[src/rtl/block_rx_buffer.sv]
// Circular block queue with first-word-fall-through output and a registered hold with a one-block skid slot.
// Optional BLOCK_RX_DROPCNT_EN adds a saturating drop_count output.
module block_rx_buffer #(
  parameter int BSIZE = 128,
  parameter int DEPTH = 4,
  localparam int LVLW = $clog2(DEPTH) + 1
) (
  input  logic             clock,
  input  logic             reset,
  input  logic [BSIZE-1:0] block_in,
  input  logic             block_in_ready,
  output logic             block_in_hold,
  output logic [BSIZE-1:0] block_out,
  output logic             block_valid,
  input  logic             block_accept,
  output logic [LVLW-1:0]  level,
  output logic             overflow
`ifdef BLOCK_RX_DROPCNT_EN
  ,
  output logic [15:0]      drop_count
`endif
);

  localparam int PW = $clog2(DEPTH);
  localparam logic [LVLW-1:0] FULL_LVL = LVLW'(DEPTH);
  localparam logic [LVLW-1:0] HOLD_LVL = LVLW'(DEPTH - 1);

  logic [BSIZE-1:0] mem_r [DEPTH];
  logic [PW-1:0]    wr_ptr_r;
  logic [PW-1:0]    rd_ptr_r;
  logic [LVLW-1:0]  level_r;
  logic             valid_r;
  logic             hold_r;
  logic             overflow_r;

  logic             push_s;
  logic             pop_s;
  logic             drop_s;
  logic [LVLW-1:0]  level_next_s;

  // Push/pop decisions and next occupancy; a strobe while full is only taken alongside a pop.
  always_comb begin
    pop_s        = 1'b0;
    push_s       = 1'b0;
    drop_s       = 1'b0;
    level_next_s = level_r;
    pop_s        = valid_r && block_accept;
    if (block_in_ready && ((level_r < FULL_LVL) || pop_s)) begin
      push_s = 1'b1;
    end else begin
      push_s = 1'b0;
    end
    drop_s = block_in_ready && !push_s;
    case ({push_s, pop_s})
      2'b10:   level_next_s = level_r + LVLW'(1);
      2'b01:   level_next_s = level_r - LVLW'(1);
      default: level_next_s = level_r;
    endcase
  end

  // Block storage; contents are intentionally not cleared by reset.
  always_ff @(posedge clock) begin
    if (!reset && push_s) begin
      mem_r[wr_ptr_r] <= block_in;
    end
  end

  // Pointers, occupancy and status flags; hold anticipates the upstream one-cycle reaction lag.
  always_ff @(posedge clock) begin
    if (reset) begin
      wr_ptr_r   <= {PW{1'b0}};
      rd_ptr_r   <= {PW{1'b0}};
      level_r    <= {LVLW{1'b0}};
      valid_r    <= 1'b0;
      hold_r     <= 1'b0;
      overflow_r <= 1'b0;
    end else begin
      if (push_s) begin
        wr_ptr_r <= wr_ptr_r + PW'(1);
      end
      if (pop_s) begin
        rd_ptr_r <= rd_ptr_r + PW'(1);
      end
      level_r <= level_next_s;
      valid_r <= (level_next_s != {LVLW{1'b0}});
      hold_r  <= (level_next_s >= HOLD_LVL);
      if (drop_s) begin
        overflow_r <= 1'b1;
      end
    end
  end

  // Head of queue falls through; forced to zero while the queue is empty.
  always_comb begin
    block_out = {BSIZE{1'b0}};
    if (valid_r) begin
      block_out = mem_r[rd_ptr_r];
    end else begin
      block_out = {BSIZE{1'b0}};
    end
  end

  assign block_valid   = valid_r;
  assign block_in_hold = hold_r;
  assign level         = level_r;
  assign overflow      = overflow_r;

`ifdef BLOCK_RX_DROPCNT_EN
  logic [15:0] drop_cnt_r;

  // Saturating count of strobes lost while full.
  always_ff @(posedge clock) begin
    if (reset) begin
      drop_cnt_r <= 16'h0000;
    end else if (drop_s && (drop_cnt_r != 16'hFFFF)) begin
      drop_cnt_r <= drop_cnt_r + 16'h0001;
    end
  end

  assign drop_count = drop_cnt_r;
`endif

endmodule

[config.mk]
export PLATFORM = sky130hd
export DESIGN_NAME = block_rx_buffer
export DESIGN_NICKNAME = d
export VERILOG_FILES = /design/src/rtl/block_rx_buffer.sv
export SDC_FILE = /design/constraint.sdc
export NUM_CORES = 1
export LEC_CHECK = 0
export ABC_AREA = 1
export BUFFER_PORTS_ARGS = -buffer_cell sky130_fd_sc_hd__buf_2
export CAP_MARGIN = 0
export CORE_ASPECT_RATIO = 0.75
export CORE_MARGIN = 4
export CORE_UTILIZATION = 55
export CTS_BUF_LIST = sky130_fd_sc_hd__clkbuf_4
export DETAILED_ROUTE_END_ITERATION = 8
export PLACE_DENSITY = 0.86
export SKIP_LAST_GASP = 1
export SLEW_MARGIN = 15
export SYNTH_ARGS = -nofsm -noshare
export SYNTH_HDL_FRONTEND = slang
export SYNTH_SLANG_ARGS = --single-unit
export TNS_END_PERCENT = 100
[constraint.sdc]
create_clock -name clock -period 8.5 [get_ports clock]
set_input_delay 0.85 -clock clock [delete_from_list [all_inputs] [get_ports clock]]
set_output_delay 0.85 -clock clock [all_outputs]
set_load 0.03 [all_outputs]
==> results of run 1 <==
==> cell usage after synthesis, types with 5 or more instances <==
library cell / n
sky130_fd_sc_hd__clkbuf_1: 23
sky130_fd_sc_hd__o21ai_0: 254
sky130_fd_sc_hd__clkbuf_8: 6
sky130_fd_sc_hd__buf_6: 12
sky130_fd_sc_hd__dfxtp_1: 12
sky130_fd_sc_hd__nor2_1: 524
sky130_fd_sc_hd__o21ai_1: 6
sky130_fd_sc_hd__a21oi_1: 131
sky130_fd_sc_hd__inv_1: 19
sky130_fd_sc_hd__buf_4: 13
sky130_fd_sc_hd__edfxtp_1: 512
sky130_fd_sc_hd__ha_1: 5
sky130_fd_sc_hd__clkbuf_2: 24
sky130_fd_sc_hd__nand2_1: 14
sky130_fd_sc_hd__buf_2: 17
==> routing by layer <==
layer	track usage (%)	part of all wire, %
met2	36.26	49
met4	8.967	2.4
met5	0	0.24
met3	6.747	9.7
met1	29.65	39
==> registers in the layout, indices dropped and copies added, names as in the netlist, named ones only <==
| signal | cells |
|---|---|
| block_in_hold | 1 |
| block_valid | 1 |
| level | 3 |
| mem_r | 512 |
| overflow | 1 |
| rd_ptr_r | 2 |
| wr_ptr_r | 2 |
==> cells in the final DEF (no fill, tap or decap), types with 4 or more instances in the layout <==
cell type	synthesis	final
sky130_fd_sc_hd__nor2_1	524	520
sky130_fd_sc_hd__edfxtp_1	512	512
sky130_fd_sc_hd__buf_2	17	265
sky130_fd_sc_hd__o21ai_0	254	254
sky130_fd_sc_hd__clkbuf_4	0	175
sky130_fd_sc_hd__a21oi_1	131	131
sky130_fd_sc_hd__clkinv_1	0	20
sky130_fd_sc_hd__inv_1	19	17
sky130_fd_sc_hd__nand2_1	14	14
sky130_fd_sc_hd__buf_4	13	12
sky130_fd_sc_hd__diode_2	0	11
sky130_fd_sc_hd__dfxtp_1	12	10
sky130_fd_sc_hd__o21ai_1	6	6
sky130_fd_sc_hd__clkinv_2	0	6
sky130_fd_sc_hd__ha_1	5	5
sky130_fd_sc_hd__nor2_4	0	4
sky130_fd_sc_hd__nand3_1	4	4
==> final cells by class <==
type | count | share of cell area, %
multi-input cells | 941 | 17.61
repair buffers | 279 | 6.221
flip-flops and latches | 524 | 66.73
well taps | 496 | 2.651
clock inverters | 31 | 0.6947
clock buffers | 175 | 5.611
diodes | 11 | 0.1176
inverters | 20 | 0.3634
==> cell families (layout without fill, tap and decap cells) <==
group,count (synthesis),in the layout,share of synthesized area (%)
and+or+nand+nor,543,543,10.03
DFF,524,524,76.52
AOI/OAI and AO/OA,391,391,9.590
buffers and inverters,119,505,3.415
adders and majority gates,6,6,0.4047
xor gates and xnor gates,1,1,0.04293
other,0,11,0
==> critical path: cells and delay by family (launching register included) <==
family	cells	cell delay, ns
buffers and inverters	3	1.89
DFF	1	0.57
AOI/OAI and AO/OA	2	0.66
==> how the worst max path moves through the flow <==
stage | endpoint | cells after the start | slack (ns) | from
6_report | block_out[105] | 5 | 3.59 | flop
4_1_cts | block_out[105] | 5 | 3.53 | flop
2_1_floorplan | mem_r[0][0]$_DFFE_PP_ | 6 | 1.32 | block_accept
5_1_grt | block_out[105] | 5 | 3.28 | flop
3_3_place_gp | block_out[64] | 5 | 4.61 | flop
3_5_place_dp | block_out[64] | 5 | 4.53 | flop
==> power groups by stage <==
| stage | combinational, uW | clock [uW] | sequential (uW) |
|---|---|---|---|
| 2_1_floorplan | 1260 | 0 | 3100 |
| 3_3_place_gp | 1740 | 0 | 3090 |
| 3_5_place_dp | 1770 | 0 | 3100 |
| 4_1_cts | 1780 | 1940 | 3040 |
| 5_1_grt | 1910 | 2080 | 3050 |
| 6_report | 1780 | 1890 | 3040 |
==> through the flow <==
step	power [uW]	worst slack [ns]	cell area, um^2	std cells	hold WS, ns
after floorplan	4358	1.318	20410	1584	0.4435
after global placement	4831	4.607	21910	2260	0.4354
after detailed placement	4869	4.532	21910	2260	0.4484
after CTS	6754	3.530	23380	2466	0.1508
after global routing	7047	3.276	23400	2473	0.1395
final	6710	3.587	23410	2477	0.2523
==> results.txt, run 1 <==
The detailed placement HPWL is 25,820 um. The worst-case reg-to-reg path depth came out at 8. Compared with the post-synthesis result, the final layout area differs by 14.73%.

The share of cells above drive strength 1 is 24.06%. The area of the die came out at 0.04028 mm^2. The initial core utilization is 56.28%.

The worst setup path is of the flop to primary output kind. The number of buffers inserted by hold repair at cts came out at 0. On the critical path, the stage with the largest delay is an instance of sky130_fd_sc_hd__buf_4. The number of hold violations in the final report came out at 0. The worst-case clock skew came out at 0.04035 ns. The delay of the slowest critical-path stage is 0.93 ns. Counting the fill cells in the layout gives 2,631. The post-synthesis sequential element count came out at 524.

Summing all flip-flop and latch instances after layout gives 0.01562 mm^2. Setup repair after global routing left no endpoint under its margin. The net switching power is 2346 uW. The via density per instance is 5.468. The worst supply voltage drop on vdd came out at 0.0001924 V. The setup slack of the worst register-to-register path came out at 5.59 ns. The number of port buffers is 265.

The total CTS buffers is 118. In this run the worst hold path is classified as input port to flop. In this run the most critical hold path is launched from block_in[73]. The share of Yosys cell area claimed by the top area cell type came out at 75.34%. Power spread over the standard cell area amounts to 286.6 mW/mm^2.

At the later pin of the worst-skew pair, clock insertion delay measures 0.80 ns. TritonCTS built the clock tree. The number of H-tree levels is 3.

The capture endpoint of the worst hold path is mem_r[2][73]$_DFFE_PP_. The routed via count came out at 13,550. The number of antenna violations at the first check in global routing came out at 18. The leakage power of the design came out at 0.008549 uW.

Entering global routing, the biggest net connects 136 pins. The setup TNS is 0 ns. The first global-routing pass estimated 71,920 um of wire. The run finished with clean final reports. After layout, the worst path uses 57.80% of the clock period.

The tree is rooted in a sky130_fd_sc_hd__clkbuf_4. Of all nets on the critical path, the largest fanout is 135. The time the worst path needs with I/O delays and setup is 4.913 ns. By area the synthesized netlist is led by sky130_fd_sc_hd__edfxtp_1 75%, sky130_fd_sc_hd__nor2_1 9.6%, sky130_fd_sc_hd__o21ai_0 6.2%, sky130_fd_sc_hd__a21oi_1 3.2%, sky130_fd_sc_hd__dfxtp_1 1.2%. The DRC violation count after routing came out at 0. The post-synthesis async set-or-reset flop share is 0%.

The post-layout net count is 2,022. At the end of routability-driven placement, the weighted congestion stood at 0.7698. For the worst setup path, the data required time is 7.65 ns. The data arrival time at the worst-slack endpoint came out at 4.06 ns. The synthesized net count came out at 1,722. The internal power is 4364 uW. The number of warnings reported in the yosys synthesis log came out at 0. The final-report setup violation count is 0. The number of enable-type register cells in the synthesized netlist is 512. The post-CTS setup repair buffer count came out at 0.

The total I/O pin count is 266. The number of buffers between clock root and the deepest sink is 3. STA classifies the critical path startpoint as a flop. After global routing the overflow that remains totals 0. The number of DRC markers after the initial detailed-route iteration came out at 1,392.

The cell depth of the worst min-delay path is 1. The number of global-route vias before repair is 13,390. The number of distinct library cells after synthesis came out at 21. The area occupied by multi-input gates is 0.004124 mm^2. The post-detailed-route count of antenna-violating nets is 0. In the final routed layout, each cell accounts on average for 18.75 um.

The post-CTS resize count came out at 0. The worst setup path is captured at a primary output. The signal on the critical path passes through inv_6 -> buf_4 -> o21ai_0 -> a21oi_1 -> buf_2. The sequential fraction of design power came out at 45.3%. For this run, the leading register cell type out of synthesis is sky130_fd_sc_hd__edfxtp_1.

Measured along the y axis, the die boundary spans 174.8 um. The switching share of power came out at 34.97%. The fmax came out at 203.5 MHz. The startpoint identified for the worst register-to-register timing path is block_valid$_SDFF_PP0_.

The CTS clock-pin slew for the worst setup and hold paths came out at 0.08 ns. Across the run, the number of max-cap violations was 0. The max-slew violation count came out at 0.

After technology mapping, the gate count stands at 1,584. After detailed routing, the total wire length is 46,440 um. The combined global-route utilization of all metal layers is 22.70%. Combinational logic is responsible for 26.5% of the overall power. The initialized floorplan defines 60 standard-cell rows. The final core utilization is 64.57%. The number of optimization iterations in the first detailed-route pass came out at 5. The area inside the core boundary came out at 0.03626 mm^2. The combined area of all synthesized cells came out at 0.02041 mm^2. The mean instance size in the synthesized netlist came out at 12.88 um^2. The clock sink total is 524.

The biggest area contributor in the post-synthesis netlist is sky130_fd_sc_hd__edfxtp_1. The normalized max-slew margin came out at 24.49%. The die outline width is 230.4 um. The proportion of synthesized chip area in sequential cells is 76.52%.

The actual slew at the worst max-slew pin came out at 1.133 ns. The endpoint identified for the worst register-to-register timing path is mem_r[2][44]$_DFFE_PP_. The share of power burned in the clock network is 28.2%.
Power figures use the tool's default switching activity.
==> inputs of run 2 (changes only) <==
clock period = 4.7 ns   (was 8.5 ns; I/O delays follow)
==> results.txt, run 2 (synthesis results as in run 1) <==
The data arrival time at the worst-slack endpoint is 3.38 ns (-0.68 ns). Leaving out fill and tap cells, the most frequent cell in the layout is sky130_fd_sc_hd__nor2_1. The DRC violation count after routing came out at 0 (unchanged).

The net switching power came out at 4375 uW (+86%). The placer congestion estimate was 0.7457 (-3.1%). The post-layout net count is 2,157 (+6.7%).

The final setup slack of the worst path came out at 0.8468 ns (-2.740 ns). The initial core utilization is 56.28% (unchanged). The largest net degree at the start of global routing is 183 (+35%).

The final global-route overflow total came to 0 (unchanged). The max-slew violation count is 0 (unchanged). The global-route wire length before repair was 77,780 um (+8.1%).

The die boundary height is 174.8 um (unchanged). The actual slew at the worst max-slew pin came to 1.027 ns (-0.1058 ns). In this run the clock root is driven by a sky130_fd_sc_hd__clkbuf_4. The post-detailed-route count of antenna-violating nets is 0 (unchanged). The number of H-tree levels came out at 3 (unchanged). The normalized max-slew margin is 31.55% (+7.1 points). The number of flip-flops in the largest register is 512 (unchanged).

The worst supply voltage drop on vdd was 0.0004006 V (+110%). STA classifies the critical path startpoint as a flop. The combined global-route utilization of all metal layers was 24.45% (+1.8 points). The cell total after placement is 2,265 (+0.22%). The final-report setup violation count came out at 0 (unchanged). The combinational fraction of design power came to 26.9% (+0.4 points).

The time the worst path needs with I/O delays and setup is 3.853 ns. The die outline width is 230.4 um (unchanged). TritonCTS built the clock tree. The leakage power of the design was 0.009174 uW (+7.3%). The capturing element type of the critical path is a primary output. The final core utilization is 68.52% (+4.0 points). The number of antenna violations at the first check in global routing is 7 (-11). The share of power burned in the clock network is 28.9% (+0.7 points).

The later-pin clock latency in the skew report came out at 0.84 ns (+0.04 ns). In this run the worst hold path is classified as input port to flop. The clock sink total is 524 (unchanged). The placement-stage worst setup slack came out at 1.684 ns (-2.849 ns). The number of hold violations in the final report was 0 (unchanged). The setup TNS came out at 0 ns (unchanged). The switching share of power came to 35.07% (+0.10 points). The share of cells above drive strength 1 is 22.96% (-1.1 points). The critical-path maximum fanout came to 182 (+35%). The critical path in this run is classified as flop to primary output.

The site row count is 60 (unchanged). The number of DRC markers after the initial detailed-route iteration is 1,474 (+5.9%). The number of maximum-capacitance violations came to 0 (unchanged). The final wirelength is 49,930 um (+7.5%). The post-CTS setup repair buffer count is 0 (unchanged). The period utilization is 81.98%. The fmax came out at 259.5 MHz. The area added between synthesis and finish is 21.75%.

The sequential fraction of design power came out at 44.1% (-1.2 points). The total CTS buffers came out at 118 (unchanged). The routed length per placed instance was 19.07 um (+1.7%). The detailed placement HPWL was 25,640 um (-0.68%). The number of global-route vias before repair is 14,750 (+10%). The register with the most flip-flops in the final layout is mem_r. The worst-case clock skew is 0.07419 ns (+0.03385 ns). The CTS clock-pin slew for the worst setup and hold paths came out at 0.07 ns (about the same). The post-CTS resize count is 0 (unchanged). The routed via count came out at 14,240 (+5.2%). In the layout the commonest cells are 520 x sky130_fd_sc_hd__nor2_1, 512 x sky130_fd_sc_hd__edfxtp_1, 265 x sky130_fd_sc_hd__buf_2. The area inside the core boundary is 0.03626 mm^2 (unchanged).

The data required time at the worst endpoint came out at 4.23 ns (-3.42 ns). The final non-filler cell total came out at 2,618 (+5.7%). The number of optimization iterations in the first detailed-route pass came out at 5 (unchanged).

The number of port buffers came out at 265 (unchanged). The via density per instance came out at 5.441 (-0.50%). The total power density per cell area is 502.1 mW/mm^2 (+75%).

The overall power consumption is 12,470 uW (+86%). The area of the die is 0.04028 mm^2 (unchanged). The total I/O pin count is 266 (unchanged). Setup repair after global routing left no endpoint under its margin. The number of buffers inserted by hold repair at cts came to 130 (+130). The internal power came out at 8100 uW (+86%). The setup slack of the worst register-to-register path is 2.29 ns (-3.30 ns).

The number of buffers between clock root and the deepest sink is 3 (unchanged). The run finished with clean final reports.
-- run 2: cell types whose count changed in the layout (fill, tap and decap cells not counted), moves of 2 or more --
cell                            previous run  this run
sky130_fd_sc_hd__buf_4                    12        15
sky130_fd_sc_hd__clkbuf_4                175       182
sky130_fd_sc_hd__clkinv_2                  6         3
sky130_fd_sc_hd__buf_12                    2         4
sky130_fd_sc_hd__dlygate4sd3_1             0       130
sky130_fd_sc_hd__inv_2                     1         3
-- run 2: path summary, 6_finish.rpt --
path | from | end | depth (start not counted)
hold / removal | block_accept | flop | 4
hold reg to reg | rd_ptr_r[0]$_SDFFE_PP0P_ | flop | 1
setup reg to reg | block_valid$_SDFF_PP0_ | mem_r[0][50]$_DFFE_PP_ | 7
setup / recovery | flop | block_out[48] | 6
-- run 2: power groups by stage --
stage,clock [uW],combinational (uW),sequential [uW]
6_report,3610,3360,5500
5_1_grt,3970,3600,5520
4_1_cts,3640,3320,5500
3_5_place_dp,0,3200,5600
3_3_place_gp,0,3140,5590
2_1_floorplan,0,2290,5580
-- run 2: per-layer routing --
metal | vias up | track usage, % | share of wire (%)
li1 | 6575 | - | -
met1 | 6735 | 30.88 | 38
met2 | 818 | 41.62 | 50
met3 | 116 | 6.323 | 9.4
met4 | 0 | 8.237 | 2.5
met5 | - | 0 | 0
-- run 2: cell type report --
class                   count  area, um^2
flip-flops and latches    524       15620
fillers                  2380       11410
multi-input cells         941        4124
repair buffers            414        2820
clock buffers             182        1366
well taps                 496       620.6
clock inverters            31       181.4
inverters                  20       85.08
diodes                     10       25.02
-- run 2: critical path: stages (launching register included) --
cell and delay [ns]:
sky130_fd_sc_hd__dfxtp_4 0.89, sky130_fd_sc_hd__buf_12 0.65, sky130_fd_sc_hd__nor2_1 0.12, sky130_fd_sc_hd__nor2_1 0.13, sky130_fd_sc_hd__o21ai_0 0.10, sky130_fd_sc_hd__a21oi_1 0.27
sky130_fd_sc_hd__buf_2 0.26
-- run 2: stage by stage --
step	area, um^2	hold WS (ns)
final	24850	0.1198
after global routing	24850	0.02461
after CTS	24820	0.01842
after detailed placement	21970	0.4595
after global placement	21970	0.4361
after floorplan	20420	0.4435
==> inputs of run 3 (changes only) <==
ABC_AREA = 0   (was 1)
CORE_UTILIZATION = 54   (was 55)
PLACE_DENSITY = 0.88   (was 0.86)
clock period = 3.49 ns   (was 4.7 ns; I/O delays follow)
==> results.txt, run 3 <==
The total power density per cell area was 642.5 mW/mm^2 (+28%). The worst-case reg-to-reg path depth is 4 (-3). Sorting the synthesized cells by how often they occur yields 512 x sky130_fd_sc_hd__edfxtp_1, 135 x sky130_fd_sc_hd__and2_1, 128 x sky130_fd_sc_hd__mux4_2.

The dominant synthesized flop cell is sky130_fd_sc_hd__edfxtp_1. The number of H-tree levels is 3 (unchanged). The worst-case clock skew is 0.07150 ns (-0.002695 ns). Setup repair after global routing left no endpoint under its margin. The final setup slack of the worst path is 0.3325 ns (-0.5143 ns). TritonCTS built the clock tree. The critical-path maximum fanout is 77 (-58%).

The most critical setup path has its startpoint at block_valid$_SDFF_PP0_. The combinational fraction of design power is 24.0% (-2.9 points). The final-report setup violation count was 0 (unchanged).

The library cells used most frequently in the layout, excluding fill and tap cells, are 512 x sky130_fd_sc_hd__edfxtp_1, 265 x sky130_fd_sc_hd__buf_2, 171 x sky130_fd_sc_hd__clkbuf_4. The setup TNS came out at 0 ns (unchanged). The number of global-route vias before repair is 11,800 (-20%). Leaving out fill and tap cells, the most frequent cell in the layout is sky130_fd_sc_hd__edfxtp_1. The number of buffers inserted by hold repair at cts came out at 132 (+1.5%). The cell depth of the worst min-delay path came out at 2 (-2). The total I/O pin count came out at 266 (unchanged). The normalized max-slew margin came to 49.01% (+17 points). The worst setup path is captured at a primary output.

The number of warnings reported in the yosys synthesis log is 0 (unchanged). The share of Yosys cell area claimed by the top area cell type is 76.91% (+1.6 points). The post-synthesis sequential element count is 524 (unchanged). The actual slew at the worst max-slew pin is 0.7648 ns (-0.2619 ns). The routed length per placed instance is 22.54 um (+18%). The fmax came out at 316.7 MHz. The delay of the slowest critical-path stage came out at 0.73 ns (-0.16 ns).

The leakage power of the design is 0.008783 uW (-4.3%). The number of enable-type register cells in the synthesized netlist came out at 512 (unchanged). The sort of element at the start of the critical path is a flop. The critical path is of the flop to primary output type. The endpoint identified for the worst register-to-register timing path is mem_r[2][109]$_DFFE_PP_.

Clock tree synthesis selected as its root buffer the cell sky130_fd_sc_hd__clkbuf_4. The internal power is 11,120 uW (+37%). The number of optimization iterations in the first detailed-route pass is 5 (unchanged). The final global-route overflow total came out at 0 (unchanged). The area occupied by multi-input gates is 0.003990 mm^2 (-3.2%). The critical path goes through buf_4 -> and2_1 -> buf_2.

The area inside the core boundary came to 0.03618 mm^2 (-0.21%). The number of fill cells is 2,188 (-8.1%). The post-CTS resize count is 0 (unchanged).

The number of flip-flops in the largest register came out at 512 (unchanged). The max-slew violation count is 0 (unchanged). The most flop-heavy register is mem_r. The number of antenna violations at the first check in global routing came to 4 (-3).

The post-detailed-route count of antenna-violating nets is 0 (unchanged). The number of hold violations in the final report came out at 0 (unchanged). The combined global-route utilization of all metal layers is 22.58% (-1.9 points). The die boundary height is 174.6 um (-0.10%). The number of maximum-capacitance violations came out at 0 (unchanged). The final wirelength came out at 44,350 um (-11%). The setup slack of the worst register-to-register path is 0.61 ns (-1.68 ns). The placement-stage worst setup slack is 0.6792 ns (-1.004 ns). The final core utilization was 68.76% (+0.24 points).

The biggest area consumer among synthesized cells is sky130_fd_sc_hd__edfxtp_1. The proportion of synthesized chip area in sequential cells was 78.11% (+1.6 points). The area of all sequential standard cells is 0.01563 mm^2 (about the same). The clock sink total came out at 524 (unchanged). The largest net degree at the start of global routing is 78 (-57%). The detailed placement HPWL is 24,990 um (-2.5%). The number of distinct library cells after synthesis is 25 (+19%). The synthesized instance count is 871 (-45%). The class of the worst hold path is input port to flop. The startpoint identified for the worst register-to-register timing path is block_valid$_SDFF_PP0_.

Dividing the final minimum period by the clock period gives 90.47%. The post-synthesis async set-or-reset flop share was 0% (unchanged). The sequential fraction of design power was 46.5% (+2.4 points). The post-CTS setup repair buffer count is 0 (unchanged). The slowest stage of the critical path belongs to the cell sky130_fd_sc_hd__dfxtp_4. The share of cells above drive strength 1 came to 42.07% (+19 points). The capture endpoint of the worst hold path is mem_r[1][21]$_DFFE_PP_. The area of the die came out at 0.04020 mm^2 (-0.21%). The time the worst path needs with I/O delays and setup is 3.158 ns. The post-layout net count is 1,514 (-30%). The placer congestion estimate came out at 0.7735 (+3.7%). The via density per instance came out at 5.422 (-0.34%). The routed via count came out at 10,670 (-25%). The switching share of power is 30.46% (-4.6 points). Yosys instantiated no cell more often than sky130_fd_sc_hd__edfxtp_1. The mean instance size in the synthesized netlist was 22.95 um^2 (+78%). The global-route wire length before repair is 69,060 um (-11%). The share of power burned in the clock network came out at 29.5% (+0.6 points).

In this run the most critical hold path is launched from block_in[21]. The worst supply voltage drop on vdd is 0.0006332 V (+58%). The later-pin clock latency in the skew report came out at 0.81 ns (-0.03 ns).

The data required time at the worst endpoint came out at 3.14 ns (-1.09 ns). The DRC violation count after routing came to 0 (unchanged). The area growth from synthesis to layout is 24.45%. The number of buffers between clock root and the deepest sink came to 3 (unchanged).

The net switching power is 4869 uW (+11%). The number of DRC markers after the initial detailed-route iteration is 817 (-45%). The overall power consumption was 15,990 uW (+28%). By area the synthesized netlist is led by sky130_fd_sc_hd__edfxtp_1 77%, sky130_fd_sc_hd__mux4_2 14%, sky130_fd_sc_hd__and2_1 4.2%, sky130_fd_sc_hd__dfxtp_1 1.2%, sky130_fd_sc_hd__buf_12 1.0%.

The initial core utilization is 55.25% (-1.0 points). The run finished with clean final reports. The number of port buffers came out at 265 (unchanged). The CTS clock-pin slew for the worst setup and hold paths came out at 0.07 ns (about the same).

The combined area of all synthesized cells came out at 0.01999 mm^2 (-2.0%). The site row count came out at 60 (unchanged). The data arrival time at the worst-slack endpoint is 2.81 ns (-0.57 ns).

The die outline width is 230.2 um (-0.10%). The total CTS buffers is 117 (-0.85%). The synthesized net count came out at 1,009 (-41%).
[run 3: changes by cell type after synthesis, moves of 7 or more]
cell / change
sky130_fd_sc_hd__nor2_1: -519
sky130_fd_sc_hd__o21ai_0: -252
sky130_fd_sc_hd__and2_1: +135
sky130_fd_sc_hd__a21oi_1: -128
sky130_fd_sc_hd__mux4_2: +128
sky130_fd_sc_hd__clkbuf_2: -24
sky130_fd_sc_hd__buf_4: -13
sky130_fd_sc_hd__inv_1: -12
sky130_fd_sc_hd__nand2_1: -12
sky130_fd_sc_hd__buf_12: +10
sky130_fd_sc_hd__buf_6: -8
sky130_fd_sc_hd__clkbuf_1: -7
[run 3: logic make-up after synthesis]
| group | synth area share, % |
|---|---|
| muxes | 14.42 |
| DFF | 78.11 |
| adders and majority gates | 0.4131 |
| xor gates and xnor gates | 0.1753 |
| and+or+nand+nor | 4.575 |
| AOI/OAI and AO/OA | 0.3254 |
| buffers and inverters | 1.984 |
[run 3: through the flow]
step	hold WS [ns]	cell area (um^2)	cells
detailed placement	0.4814	22040	1621
global placement	0.4547	22040	1621
floorplan	0.4479	20000	871
finish	0.2825	24880	1968
CTS	0.1813	24870	1965
global route	0.2144	24880	1968
[run 3: worst max path at each step]
stage / to / slack (ns)
after CTS: block_out[35] / 0.20
final: block_out[127] / 0.33
after floorplan: mem_r[0][0]$_DFFE_PP_ / 0.41
after detailed placement: mem_r[2][63]$_DFFE_PP_ / 0.68
after global placement: mem_r[2][1]$_DFFE_PP_ / 0.80
after global routing: block_out[110] / 0.09
[run 3: worst max-delay path, delay by kind of cell (launching register included)]
| family | cells | cell delay (ns) |
|---|---|---|
| buffers and inverters | 2 | 0.95 |
| flip-flops | 1 | 0.73 |
| AND/OR/NAND/NOR | 1 | 0.30 |
[run 3: cell type report]
cell class	instances	share of cell area, %
inverters	7	0.1056
flip-flops and latches	524	62.81
clock inverters	41	0.9052
clock buffers	171	5.160
well taps	496	2.494
diodes	3	0.03017
repair buffers	429	12.46
multi-input cells	297	16.04
[run 3: power by group through the flow]
stage                     sequential (uW)  clock (uW)  combinational (uW)
final                                7430        4720                3830
after global routing                 7460        5200                4070
after CTS                            7430        4810                3840
after detailed placement             7570           0                3700
after global placement               7550           0                3640
after floorplan                      7470           0                2750
[run 3: layer usage]
| layer | GRT usage (%) | vias up | wire [um] |
|---|---|---|---|
| met5 | 0 | - | 13 |
| met4 | 7.003 | 2 | 753 |
| met3 | 5.346 | 61 | 3206 |
| met2 | 37.60 | 535 | 22930 |
| met1 | 30.18 | 5435 | 17440 |
| li1 | - | 4638 | - |
